$ cat config.mk
export PLATFORM = sky130hd
export DESIGN_NAME = uart_tx_fifo
export DESIGN_NICKNAME = d
export VERILOG_FILES = /design/src/rtl/uart_tx_fifo.sv
export SDC_FILE = /design/constraint.sdc
export NUM_CORES = 1
export LEC_CHECK = 0
export CAP_MARGIN = 20
export CORE_MARGIN = 5
export CORE_UTILIZATION = 40
export DETAILED_ROUTE_END_ITERATION = 6
export PLACE_DENSITY_LB_ADDON = 0.08
export SLEW_MARGIN = 10
export SYNTH_ARGS = -nofsm -noshare
export SYNTH_HDL_FRONTEND = slang
export SYNTH_SLANG_ARGS = --single-unit
$ cat constraint.sdc
create_clock -name sys_clk_100M -period 9.55 [get_ports sys_clk_100M]
set_input_delay 1.4325 -clock sys_clk_100M [delete_from_list [all_inputs] [get_ports sys_clk_100M]]
set_output_delay 1.4325 -clock sys_clk_100M [all_outputs]
set_load 0.05 [all_outputs]
$ cat src/rtl/uart_tx_fifo.sv
// UART transmitter with a configurable frame format and an internal TX FIFO.
// Queued words go out back-to-back; tx is registered one edge behind the FSM state.
module uart_tx_fifo #(
  parameter int CLK_FREQ   = 100_000_000,
  parameter int BAUD_RATE  = 115200,
  parameter int DATA_BITS  = 8,
  parameter int PARITY     = 0,
  parameter int STOP_BITS  = 1,
  parameter int FIFO_DEPTH = 16
) (
  input  logic                               sys_clk_100M,
  input  logic                               rst,
  input  logic [DATA_BITS-1:0]               tx_data,
  input  logic                               tx_valid,
  output logic                               tx_ready,
  output logic                               tx,
  output logic                               busy,
  output logic [$clog2(FIFO_DEPTH+1)-1:0]    fifo_level
);

  localparam int BAUD_DIV = CLK_FREQ / BAUD_RATE;
  localparam int CW       = $clog2(BAUD_DIV);
  localparam int AW       = $clog2(FIFO_DEPTH);
  localparam int LW       = $clog2(FIFO_DEPTH + 1);
  localparam logic [CW-1:0] BAUD_LAST = CW'(BAUD_DIV - 1);
  localparam logic [3:0]    DATA_LAST = 4'(DATA_BITS - 1);
  localparam logic [3:0]    STOP_LAST = 4'(STOP_BITS - 1);
  localparam logic [LW-1:0] FULL_LVL  = LW'(FIFO_DEPTH);

  typedef enum logic [2:0] {
    S_IDLE  = 3'd0,
    S_START = 3'd1,
    S_DATA  = 3'd2,
    S_PAR   = 3'd3,
    S_STOP  = 3'd4
  } state_t;

  function automatic logic f_parity(input logic [DATA_BITS-1:0] data);
    f_parity = (^data) ^ (PARITY == 1);
  endfunction

  logic [DATA_BITS-1:0] r_mem [FIFO_DEPTH];
  logic [AW-1:0]        r_wptr;
  logic [AW-1:0]        r_rptr;
  logic [LW-1:0]        r_level;
  state_t               r_state;
  state_t               w_next;
  logic [CW-1:0]        r_baud_cnt;
  logic [3:0]           r_bit_cnt;
  logic [DATA_BITS-1:0] r_shift;
  logic                 r_par;
  logic                 r_tx;

  logic w_full, w_empty, w_push, w_pop, w_bit_end, w_last_data, w_last_stop, w_tx_next;
  logic [DATA_BITS-1:0] w_head;

  assign w_full      = (r_level == FULL_LVL);
  assign w_empty     = (r_level == '0);
  assign w_push      = tx_valid & ~w_full;
  assign w_head      = r_mem[r_rptr];
  assign w_bit_end   = (r_baud_cnt == BAUD_LAST);
  assign w_last_data = w_bit_end & (r_bit_cnt == DATA_LAST);
  assign w_last_stop = w_bit_end & (r_bit_cnt == STOP_LAST);

  assign tx_ready   = ~w_full;
  assign tx         = r_tx;
  assign busy       = (r_state != S_IDLE) | ~w_empty;
  assign fifo_level = r_level;

  // FIFO storage; flushing is done through the pointers, so the array needs no reset.
  always_ff @(posedge sys_clk_100M) begin
    if (w_push) r_mem[r_wptr] <= tx_data;
  end

  always_ff @(posedge sys_clk_100M) begin
    if (rst) begin
      r_wptr  <= '0;
      r_rptr  <= '0;
      r_level <= '0;
    end else begin
      if (w_push) r_wptr <= r_wptr + AW'(1);
      if (w_pop)  r_rptr <= r_rptr + AW'(1);
      case ({w_push, w_pop})
        2'b10:   r_level <= r_level + LW'(1);
        2'b01:   r_level <= r_level - LW'(1);
        default: r_level <= r_level;
      endcase
    end
  end

  always_ff @(posedge sys_clk_100M) begin
    if (rst) r_state <= S_IDLE;
    else     r_state <= w_next;
  end

  always_comb begin
    w_next = r_state;
    case (r_state)
      S_IDLE:  if (!w_empty) w_next = S_START; else w_next = S_IDLE;
      S_START: if (w_bit_end) w_next = S_DATA; else w_next = S_START;
      S_DATA: begin
        if (w_last_data) begin
          if (PARITY != 0) w_next = S_PAR; else w_next = S_STOP;
        end else begin
          w_next = S_DATA;
        end
      end
      S_PAR:   if (w_bit_end) w_next = S_STOP; else w_next = S_PAR;
      S_STOP: begin
        if (w_last_stop) begin
          if (!w_empty) w_next = S_START; else w_next = S_IDLE;
        end else begin
          w_next = S_STOP;
        end
      end
      default: w_next = S_IDLE;
    endcase
  end

  // A pop happens exactly on the edge that enters START, from IDLE or from the final stop bit.
  always_comb begin
    w_pop     = 1'b0;
    w_tx_next = 1'b1;
    case (r_state)
      S_IDLE:  begin w_pop = ~w_empty; w_tx_next = 1'b1; end
      S_START: w_tx_next = 1'b0;
      S_DATA:  w_tx_next = r_shift[0];
      S_PAR:   w_tx_next = r_par;
      S_STOP:  begin w_pop = w_last_stop & ~w_empty; w_tx_next = 1'b1; end
      default: begin w_pop = 1'b0; w_tx_next = 1'b1; end
    endcase
  end

  always_ff @(posedge sys_clk_100M) begin
    if (rst) begin
      r_baud_cnt <= '0;
      r_bit_cnt  <= '0;
    end else begin
      if (r_state == S_IDLE || w_bit_end) r_baud_cnt <= '0;
      else                                r_baud_cnt <= r_baud_cnt + CW'(1);
      if (r_state != w_next) r_bit_cnt <= '0;
      else if (w_bit_end)    r_bit_cnt <= r_bit_cnt + 4'd1;
      else                   r_bit_cnt <= r_bit_cnt;
    end
  end

  always_ff @(posedge sys_clk_100M) begin
    if (rst) begin
      r_shift <= '0;
      r_par   <= 1'b0;
      r_tx    <= 1'b1;
    end else begin
      if (w_pop) begin
        r_shift <= w_head;
        r_par   <= f_parity(w_head);
      end else if (r_state == S_DATA && w_bit_end) begin
        r_shift <= r_shift >> 1;
      end
      r_tx <= w_tx_next;
    end
  end

endmodule

-- Word level (Yosys, flattened, before mapping)
Memory sizes are Yosys's and may differ from the RTL's. A register that Yosys moved wholly into a read port is not among the register bits.
Index checks and enable logic that the tools add are counted.
W data, S select, Z words.
- register bits: 40
- RAM bits: 128
- bits of input ports: 11
- memories kept: 1
- $add $sub $neg: 6
- equal/unequal tests: 10
- muxes and demuxes: 15
- bitwise gates (word level): 7
- reductions and logical operators: 11
- memories (name ; words ; width ; rd ports ; clocked after memory_dff ; write ports ; RTL line ; source):
    r_mem ; 16 ; 8 ; 1 ; 1 ; 1 ; 42 ; logic [DATA_BITS-1:0] r_mem [FIFO_DEPTH];
- operators with widths (kind ; number):
    $mux W8 ; 2
    $pmux W3 S5 ; 1
    $add A4 B1 Y4 const B ; 3
    $add A10 B1 Y10 const B ; 1
    $eq A10 B10 Y1 const B ; 1
    $pmux W5 S2 ; 1
    $mux W3 ; 3
    $mux W4 ; 2
    $reduce_xor A8 Y1 ; 1
    $eq A3 B2 Y1 const B ; 2
    $add A5 B1 Y5 const B ; 1
    $eq A5 B5 Y1 const B ; 1
    $logic_not A5 Y1 ; 1
    $sub A5 B1 Y5 const B ; 1
    $and A1 B1 Y1 ; 4
    $eq A4 B3 Y1 const B ; 1
    $logic_not A4 Y1 ; 1
    $reduce_bool A2 Y1 ; 2
    $reduce_or A2 Y1 ; 2
    $eq A3 B1 Y1 const B ; 1
    $eq A3 B3 Y1 const B ; 1
    $logic_not A3 Y1 ; 1
    $mux W1 ; 3
    $ne A3 B3 Y1 ; 1
    10 further kinds ; 11

-- Depth between registers and ports, before layout
Gate-level depths: netlist (run 1).
- depth in word-level cells: 6
- gate-level depth with buffers: 17
- gate-level depth less buffers: 15

-- Least setup slack after synthesis (run 1)
OpenSTA, ideal clock, no wires.
- path type: input -> register
- start point: input tx_valid
- end point: register r_level[4] (netlist: fifo_level[4])
- arrival: 3.469 ns
- setup slack: 6.010 ns
- stages on the path: 12
- cell sequence: inv_1 a21oi_1 inv_1 ha_1 buf_2 xor2_1 ha_1 a31oi_1 o31ai_1 xnor2_1 or3_1 a21oi_1
- longest elaborated chain between the ends: 3
- RTL lines (element ; RTL line ; source):
    from (decl) ; 14 ; input logic tx_valid,
    $and A1 B1 Y1 * ; 59 ; assign w_push = tx_valid & ~w_full;
    $eq A2 B1 Y1 / $eq A2 B2 Y1 (equally long branches) ; 83 ; case ({w_push, w_pop})
    $pmux W5 S2 / $reduce_bool A2 Y1 (equally long branches) ; - ;
    to (signal assigned) ; 84 ; 2'b10: r_level <= r_level + LW'(1);
    to (signal assigned) ; 85 ; 2'b01: r_level <= r_level - LW'(1);
    to (signal assigned) ; 86 ; default: r_level <= r_level;
    to (decl) ; 45 ; logic [LW-1:0] r_level;
Mark *: on every way between the ends. The rest lies on a longest branch, timed or not.
A chain may end at the register's enable or synchronous reset.

-- Worst setup path in the final report (run 1)
- start point: register r_baud_cnt[0]
- end point: register r_level[4] (netlist: fifo_level[4])
- longest elaborated chain between the ends: 6
- RTL lines (element ; RTL line ; source):
    from (decl) ; 48 ; logic [CW-1:0] r_baud_cnt;
    from (signal assigned) ; 140 ; else r_baud_cnt <= r_baud_cnt + CW'(1);
    $eq A10 B10 Y1 * ; 61 ; assign w_bit_end = (r_baud_cnt == BAUD_LAST);
    $and A1 B1 Y1 * ; 63 ; assign w_last_stop = w_bit_end & (r_bit_cnt == STOP_LAST);
    $and A1 B1 Y1 * ; 129 ; S_STOP: begin w_pop = w_last_stop & ~w_empty; w_tx_next = 1'b1; end
    $pmux W1 S2 * ; 124 ; case (r_state)
    $eq A2 B1 Y1 / $eq A2 B2 Y1 (equally long branches) ; 83 ;
    $pmux W5 S2 / $reduce_bool A2 Y1 (equally long branches) ; - ;
Marks and branches as above.

==> results of run 1 <==
through the flow:
step                      utilization (%)  cells  setup WS [ps]  power, mW  hold WS [ps]
after detailed placement             42.9    698           5120       1.48           456
after global placement               42.8    696           5150       1.47           444
final                                46.5    730           5470       2.16           461
after global routing                 46.5    730           5030       2.27           491
after floorplan                         -    471           6010       1.33           430
after CTS                            46.5    730           5430       2.19           466
metal layers:
layer,global-route usage [%],up-vias,part of all wire (%)
met1,18.8,1848,46
met4,5.10,0,1.2
li1,-,1814,-
met3,3.63,8,2.9
met5,0,-,0
met2,23.8,59,50
cell usage after synthesis, drive strengths merged:
| library cell | number | area (µm²) |
|---|---|---|
| o41ai | 1 | 8.76 |
| nor4 | 2 | 12.5 |
| and2 | 2 | 12.5 |
| xor2 | 14 | 123 |
| nand4 | 4 | 25.0 |
| nor3b | 1 | 7.51 |
| or3 | 4 | 25.0 |
| ha | 11 | 138 |
| o31ai | 2 | 15.0 |
| o21bai | 1 | 7.51 |
| a31oi | 1 | 6.26 |
| a22oi | 19 | 143 |
| nor2 | 55 | 206 |
| nand2 | 40 | 150 |
| a311oi | 4 | 35.0 |
| mux4 | 32 | 721 |
| dfxtp | 44 | 881 |
| and3 | 2 | 13.8 |
| a41oi | 1 | 8.76 |
| a211oi | 1 | 7.51 |
| a21oi | 16 | 80.1 |
| o21ai | 4 | 20.0 |
| nand3 | 8 | 40.0 |
| o41a | 1 | 11.3 |
| mux2i | 3 | 30.0 |
| nand2b | 4 | 25.0 |
| nor2b | 3 | 18.8 |
| or3b | 3 | 26.3 |
| xnor2 | 16 | 140 |
| buf | 12 | 62.6 |
| nor3 | 8 | 40.0 |
| or2 | 2 | 12.5 |
| edfxtp | 128 | 3840 |
| inv | 10 | 37.5 |
| clkbuf | 12 | 45.0 |
placed cells by master, fill, tap and decap left out, drive strengths merged, types with 11 or more instances in the layout:
cell | Yosys | layout
xnor2 | 16 | 16
xor2 | 14 | 14
ha | 11 | 11
clkbuf | 12 | 17
dfxtp | 44 | 44
a22oi | 19 | 19
a21oi | 16 | 16
inv | 10 | 20
nor2 | 55 | 55
clkdlybuf4s50 | 0 | 18
nand2 | 40 | 40
mux4 | 32 | 32
edfxtp | 128 | 128
where the power goes:
group          internal [mW]  switching [mW]  total [mW]
Sequential             0.856          0.0383       0.894
Clock                  0.382           0.329       0.711
Combinational          0.230           0.326       0.555
Total                   1.47           0.693        2.16
area by class of cell:
class                           instances  area [µm²]  area share, %
Clock buffer                           17         425           5.31
Timing Repair Buffer                   26         240           3.00
Multi-Input combinational cell        265        2110           26.3
Tap cell                              225         282           3.51
Inverter                               10        37.5          0.468
Sequential cell                       172        4730           59.0
Clock inverter                         15         193           2.40
registers in the layout, indices dropped and copies added, names as in the netlist, named ones only:
signal      count
r_mem         128
r_baud_cnt     10
r_shift         8
fifo_level      5
r_bit_cnt       4
r_rptr          4
r_wptr          4
r_state         3
r_par           1
tx              1
kinds of logic (layout without fill, tap and decap cells):
logic type / after synthesis / count (layout) / synth area share (%)
fa+ha+maj: 11 / 11 / 1.97
compound gates: 51 / 51 / 4.91
buf+inv: 34 / 68 / 2.08
xor+xnor: 30 / 30 / 3.76
flops: 172 / 172 / 67.7
simple gates: 138 / 138 / 8.82
mux: 35 / 35 / 10.8
critical path: stages (launching register included):
cell and delay (ps):
dfxtp_1 370, ha_1 230, or3b_1 400, o41ai_1 430, nand2_1 140, or2_1 410
inv_1 380, ha_1 450, xor2_1 110, ha_1 210, a31oi_1 170, o31ai_1 100
xnor2_1 140, or3_1 310, a21oi_1 140
worst paths after layout:
path            startpoint  slack [ps]  cells after the start             to
max          r_baud_cnt[0]        5470                     14  fifo_level[4]
min             r_shift[1]         460                      2     r_shift[1]
max reg2reg  r_baud_cnt[0]        5470                     14  fifo_level[4]
min reg2reg     r_shift[1]         460                      2     r_shift[1]
==> results.md, run 1 <==
- Total length of routed wires: 13,800 µm
- Pre-antenna DRT Iters: 4
- Drt initial violations: 154
- Worst Path Arrival: 4430 ps
- CTS buffer count: 17
- Final setup fails: 0
- DRC Markers: 0
- CP Class: flop to flop
- Final net count: 514
- Fill cells: 1,480
- Final Hold Vio Count: 0
- Via/cell ratio: 5.11
- Worst Setup End Kind: flop
- I/O Pins: 19
- Worst Tran Pin Value: 861 ps
- Netlist cell types: 40
- Yosys reg bits: 172
- CTS tree: yes
- Vias in the first global route: 3,860
- Largest net degree at the start of global routing: 33
- Wire per inst: 18.9 µm
- Share of post-route cells with drive strength above 1: 15.2%
- Initial antenna violation count: 0
- GP Congestion: 0.783
- Max_cap viols: 0
- Num Clock Sinks: 172
- Chip width: 142 µm
- Die Y: 142 µm
- Post-Synthesis Cells: 471
- GRT overflow: 0
- Post-cts sizing count: 0
- Post-route ant nets: 0
- Required time of the critical path: 9900 ps
- Initial Utilization: 40.5%
- Clk buf depth: 2
- Max IR drop VDD: 140 µV
- Crit Path Max Fanout: 13
- CTS Hold Bufs: 0
- Max-slew violations: 0
- Clk pin slew, worst setup/hold paths: 70 ps
- Setup TNS: 0 ps
- Post-route cell area: 8010 µm²
- Worst Setup Start Kind: flop
- Leakage Power: 2.61 nW
- F_max: 245 MHz
- Port Buf Inserts: 18
- Num rows: 48
- Setup bufs post-CTS: 0
- Antenna cells: 0
- Pwr Density: 270 nW/µm²
- Mapped Avg Cell Area: 14.8 µm²
- Clk_skew: 10.2 ps
- Vias: 3,729
- Final Cycle Share: 42.7%
- Min-delay worst type: flop to flop
- Cell area after synthesis: 6980 µm²
- GRT Resource Usage Total: 14.5%
- Dpl hpwl: 8960 µm
- Seq/Total Area, Yosys: 67.7%
- Area delta synth->final: 14.8%
- Later-pin clock latency in the skew report: 420 ps
- Die area: 20,200 µm²
- Global-route wire length before repair: 21,600 µm
- Placed inst area: 7390 µm²
- Core box area: 17,200 µm²
- Final Critical Period: 4080 ps
- Outcome: finished clean
- CTS root buffer: clkbuf_16
- H-Tree Depth: 4
- RSZ-0062 raised after global routing: false
- Synth Warn #: 0
- Rel. slew slack: 42.4%
- Net count after synthesis: 493
No activity file was read; power rests on OpenSTA's default activity.
==> run 2, diff against run 1 <==
clock period = 4.2 ns   (was 9.55 ns; I/O delays follow)
==> run 2 against run 1 <==
Via count grew 1.9%. Cell count is 0.27% higher. Sequential share of layout area decreased by 0.092 points. Setup slack got worse by 5100 ps. Fmax is 7.4% higher. Critical path depth stayed put. First-iteration DRC count rose by 27%. Non-clock buffer count grew 3. Register-to-register slack lost 5100 ps. Die area is the same. Cell area rose by 0.16%. Utilization up 0.073 points. Critical path type unchanged. Largest cell class unchanged. Largest power group unchanged.
==> results.md, run 2 (synthesis gave the netlist of run 1 again) <==
- Post-route cell area: 8030 µm² (+0.16%)
- DRC Markers: 0 (unchanged)
- CTS Hold Bufs: 0 (unchanged)
- Final Hold Vio Count: 0 (unchanged)
- Clock network fraction of total power: 32.8% (about the same)
- Rel. slew slack: 37.8% (-4.5 points)
- Num Clock Sinks: 172 (unchanged)
- Vias: 3,800 (+1.9%)
- Clk pin slew, worst setup/hold paths: 70 ps (about the same)
- Multi-input logic area: 2110 µm² (unchanged)
- GRT overflow: 0 (unchanged)
- Worst setup margin: 402 ps (-5070 ps)
- Reg with most FFs: r_mem
- Core box area: 17,200 µm² (unchanged)
- FF+latch area: 4730 µm² (unchanged)
- Later-pin clock latency in the skew report: 420 ps (about the same)
- Clk buf depth: 2 (unchanged)
- Hold Slack: 456 ps (-4.65 ps)
- Max_cap viols: 0 (unchanged)
- Chip width: 142 µm (unchanged)
- Top Registers: r_mem: 128 flops, r_baud_cnt: 10 flops, r_shift: 8 flops
- NetSw: 1.50 mW (+120%)
- Placed inst area: 7420 µm² (+0.30%)
- Most frequent cells in the layout: edfxtp_1 (128), nor2_1 (55), dfxtp_1 (43), nand2_1 (40), mux4_2 (32)
- Pwr Density: 615 nW/µm² (+130%)
- Min-delay worst type: flop to flop
- Required time of the critical path: 4540 ps (-5360 ps)
- Post-route ant nets: 0 (unchanged)
- Initial antenna violation count: 0 (unchanged)
- Register share of total power: 41.7% (+0.3 points)
- Max-slew violations: 0 (unchanged)
- I/O Pins: 19 (unchanged)
- Pre-antenna DRT Iters: 4 (unchanged)
- RSZ-0062 raised after global routing: false
- F_max: 263 MHz (+7.4%)
- Die Y: 142 µm (unchanged)
- Largest net degree at the start of global routing: 33 (unchanged)
- Setup bufs post-CTS: 0 (unchanged)
- Worst Setup Start Kind: flop
- Port Buf Inserts: 18 (unchanged)
- Setup WS pre-CTS: 470 ps (-4650 ps)
- Die area: 20,200 µm² (unchanged)
- Final net count: 517 (+0.58%)
- Outcome: finished clean
- Drt initial violations: 196 (+27%)
- CTS buffer count: 17 (unchanged)
- Fill cells: 1,517 (+2.5%)
- Worst Tran Pin Value: 929 ps (+67.7 ps)
- GRT Resource Usage Total: 14.6% (+0.10 points)
- Switching Share: 30.4% (-1.7 points)
- Num rows: 48 (unchanged)
- Final Power: 4.93 mW (+130%)
- Max IR drop VDD: 314 µV (+120%)
- Leading cell type in the layout, fill and taps excluded: edfxtp_1
- Post-cts sizing count: 0 (unchanged)
- Vias in the first global route: 3,935 (+1.9%)
- CP Class: flop to flop
- Max FFs per register: 128 (unchanged)
- GP Congestion: 0.723 (-7.7%)
- Pint: 3.44 mW (+130%)
- Area delta synth->final: 15.0%
- Combinational Power Share: 25.6% (about the same)
- Global-route wire length before repair: 22,100 µm (+2.5%)
- Wire per inst: 18.9 µm (-0.26%)
- CTS root buffer: clkbuf_16
- Worst Path Arrival: 4140 ps (-290 ps)
- Total length of routed wires: 13,800 µm (about the same)
- Antenna cells: 0 (unchanged)
- CTS tree: yes
- Dpl hpwl: 8920 µm (-0.48%)
- H-Tree Depth: 4 (unchanged)
- Final core occ: 46.6% (+0.073 points)
- Final Cycle Share: 90.4% (+48 points)
- Final setup fails: 0 (unchanged)
- Share of post-route cells with drive strength above 1: 15.6% (+0.33 points)
- Crit Path Max Fanout: 13 (unchanged)
- # placed instances: 701 (+0.43%)
- Worst Setup End Kind: flop
- Final Critical Period: 3800 ps (-282 ps)
- Via/cell ratio: 5.19 (+1.6%)
- Setup TNS: 0 ps (unchanged)
- Final Non-Filler Cells: 732 (+0.27%)
- Clk_skew: 11.6 ps (+1.38 ps)
- Initial Utilization: 40.5% (unchanged)
- Leakage Power: 2.61 nW (+0.14%)
-- run 2: changes by cell type in the layout (fill, tap and decap cells not counted) --
cell	change
buf_4	+3
bufinv_16	+2
clkinv_2	+1
clkinv_8	-2
clkinvlp_4	+2
inv_12	-1
inv_6	+3
inv_8	-6
-- run 2: worst max-delay path: stages (launching register included) --
cell and delay, ps:
dfxtp_1 370, ha_1 220, or3b_1 410, o41ai_1 440, nand2_1 130, or2_1 400
inv_1 140, ha_1 360, xor2_1 110, ha_1 220, a31oi_1 210, o31ai_1 110
xnor2_1 140, or3_1 310, a21oi_1 140
-- run 2: power groups by stage --
stage	combinational, mW	clock, mW	sequential [mW]
2_1_floorplan	0.920	0	2.11
3_3_place_gp	1.27	0	2.09
3_5_place_dp	1.28	0	2.10
4_1_cts	1.29	1.65	2.06
5_1_grt	1.40	1.73	2.07
6_report	1.26	1.62	2.05
-- run 2: layer usage --
layer	vias to the layer above	GRT usage, %	wire (µm)
met4	0	3.48	93
met2	55	24.3	7100
li1	1809	-	-
met5	-	0	0
met3	5	3.83	554
met1	1931	19.2	6080
-- run 2: final timing paths --
path              endpoint  cells after the start  slack (ps)          start
max          fifo_level[4]                     14         400  r_baud_cnt[0]
min             r_shift[2]                      2         460     r_shift[2]
max reg2reg  fifo_level[4]                     14         400  r_baud_cnt[0]
min reg2reg     r_shift[2]                      2         460     r_shift[2]
-- run 2: final cells by class --
cell class,count,area share (%)
clock buffer,17,5.30
timing repair buffer,29,3.27
tap,225,3.51
multi-input combinational,265,26.3
sequential,172,58.9
inverter,10,0.468
clock inverter,14,2.28
==> run 3, diff against run 2 <==
clock period = 4.8 ns   (was 4.2 ns; I/O delays follow)
==> run 3 against run 2 <==
Via count down 0.45%. Critical endpoint unchanged. Critical path depth unchanged. Worst hold slack better by 3.7 ps. Critical path type unchanged. Cell area down 1.1%.
==> results.md, run 3 (synthesis gave the netlist of run 1 again) <==
- WHS Endpoint: r_shift[1]
- Clk_skew: 7.52 ps (-4.10 ps)
- F_max: 240 MHz (-8.9%)
- Post-route ant nets: 0 (unchanged)
- GP Congestion: 0.756 (+4.6%)
- Post-cts sizing count: 0 (unchanged)
- Clk pin slew, worst setup/hold paths: 60 ps (about the same)
- Num Clock Sinks: 172 (unchanged)
- Wire per inst: 19.5 µm (+3.3%)
- Vias in the first global route: 3,894 (-1.0%)
- Max-slew violations: 0 (unchanged)
- Worst Path Arrival: 4520 ps (+380 ps)
- Hold_sp: r_shift[1]
- Antenna cells: 0 (unchanged)
- Leading cell type in the layout, fill and taps excluded: edfxtp_1
- Final Hold Vio Count: 0 (unchanged)
- Share of post-route cells with drive strength above 1: 14.3% (-1.3 points)
- Max_cap viols: 0 (unchanged)
- CTS buffer count: 17 (unchanged)
- Area delta synth->final: 13.7%
- Final Cycle Share: 86.8% (-3.6 points)
- Final Critical Period: 4170 ps (+369 ps)
- Final setup fails: 0 (unchanged)
- Flop-to-flop setup slack: 630 ps (+230 ps)
- CTS tree: yes
- Final Non-Filler Cells: 729 (-0.41%)
- Die Y: 142 µm (unchanged)
- Final net count: 513 (-0.77%)
- Clk buf depth: 2 (unchanged)
- WHS Path Cells: 2 (unchanged)
- Setup WS pre-CTS: 626 ps (+156 ps)
- Initial Utilization: 40.5% (unchanged)
- CP Class: flop to flop
- Setup bufs post-CTS: 0 (unchanged)
- Setup TNS: 0 ps (unchanged)
- Max FFs per register: 128 (unchanged)
- Crit Path Max Fanout: 13 (unchanged)
- CTS root buffer: clkbuf_16
- Chip width: 142 µm (unchanged)
- Dpl hpwl: 8940 µm (+0.26%)
- Rel. slew slack: 37.1% (-0.76 points)
- Pre-antenna DRT Iters: 4 (unchanged)
- Num rows: 48 (unchanged)
- Min-delay worst type: flop to flop
- Initial antenna violation count: 0 (unchanged)
- DRC Markers: 0 (unchanged)
- Hold Slack: 460 ps (+3.72 ps)
- Most frequent cells in the layout: edfxtp_1 (128), nor2_1 (55), dfxtp_1 (43), nand2_1 (40), mux4_2 (32)
- Worst r2r path cells: 14 (unchanged)
- Worst Setup Start Kind: flop
- Worst Tran Pin Value: 940 ps (+11.4 ps)
- Worst setup margin: 633 ps (+231 ps)
- Top Registers: r_mem: 128 flops, r_baud_cnt: 10 flops, r_shift: 8 flops
- I/O Pins: 19 (unchanged)
- Reg2reg start: r_baud_cnt[0]
- FF-to-FF End: fifo_level[4]
- CTS Hold Bufs: 0 (unchanged)
- Later-pin clock latency in the skew report: 430 ps (about the same)
- H-Tree Depth: 4 (unchanged)
- Leakage Power: 2.56 nW (-2.1%)
- Core box area: 17,200 µm² (unchanged)
- Port Buf Inserts: 18 (unchanged)
- # placed instances: 697 (-0.57%)
- GRT Resource Usage Total: 14.9% (+0.26 points)
- Setup crit start: r_baud_cnt[0]
- GRT overflow: 0 (unchanged)
- RSZ-0062 raised after global routing: false
- Reg with most FFs: r_mem
- Die area: 20,200 µm² (unchanged)
- Total length of routed wires: 14,200 µm (+2.9%)
- Vias: 3,783 (-0.45%)
- Max IR drop VDD: 308 µV (-2.0%)
- Via/cell ratio: 5.19 (about the same)
- Worst Setup End Kind: flop
- Drt initial violations: 224 (+14%)
- Global-route wire length before repair: 22,200 µm (+0.37%)
- Outcome: finished clean
- Required time of the critical path: 5160 ps (+620 ps)
- Largest net degree at the start of global routing: 33 (unchanged)
- Pwr Density: 522 nW/µm² (-15%)
-- run 3: cell count changes in the layout (fill, tap and decap cells not counted), sizes merged --
cell / previous run / this run
clkinvlp: 2 / 4
clkbuf: 17 / 19
clkinv: 3 / 7
buf: 11 / 7
inv: 16 / 11
bufinv: 3 / 1
-- run 3: per-layer routing --
| layer | part of all wire (%) | track usage, % | vias to the layer above |
|---|---|---|---|
| li1 | - | - | 1813 |
| met1 | 46 | 19.7 | 1911 |
| met2 | 49 | 24.3 | 49 |
| met3 | 3.4 | 3.83 | 10 |
| met4 | 0.88 | 4.24 | 0 |
| met5 | 0 | 0 | - |
-- run 3: stage by stage --
stage,utilization (%),cell area [µm²],power [mW]
after floorplan,-,6980,2.65
after global placement,42.9,7400,2.92
after detailed placement,42.9,7400,2.93
after CTS,46.0,7940,4.20
after global routing,46.0,7940,4.39
final,46.0,7940,4.14
-- run 3: worst max-delay path, stage by stage, from the launching register on --
cell and delay, ps:
dfxtp_1 370, ha_1 240, or3b_1 410, o41ai_1 490, nand2_1 150, or2_1 410
inv_1 360, ha_1 430, xor2_1 110, ha_1 210, a31oi_1 190, o31ai_1 110
xnor2_1 140, or3_1 310, a21oi_1 150
-- run 3: worst max path at each step --
stage	to	slack (ps)	cells past startpoint
2_1_floorplan	fifo_level[4]	1440	16
3_3_place_gp	fifo_level[4]	780	14
3_5_place_dp	fifo_level[4]	630	14
4_1_cts	fifo_level[4]	600	14
5_1_grt	fifo_level[4]	300	14
6_report	fifo_level[4]	630	14
-- run 3: cell type report --
type | count | area, µm²
Fill cell | 1529 | 9300
Sequential cell | 172 | 4730
Tap cell | 225 | 282
Clock inverter | 13 | 101
Timing Repair Buffer | 25 | 233
Clock buffer | 19 | 433
Multi-Input combinational cell | 265 | 2120
Inverter | 10 | 37.5
-- run 3: power by group --
part	total [mW]	internal (mW)	switching, mW
Sequential	1.80	1.70	0.0984
Clock	1.26	0.705	0.554
Combinational	1.08	0.457	0.625
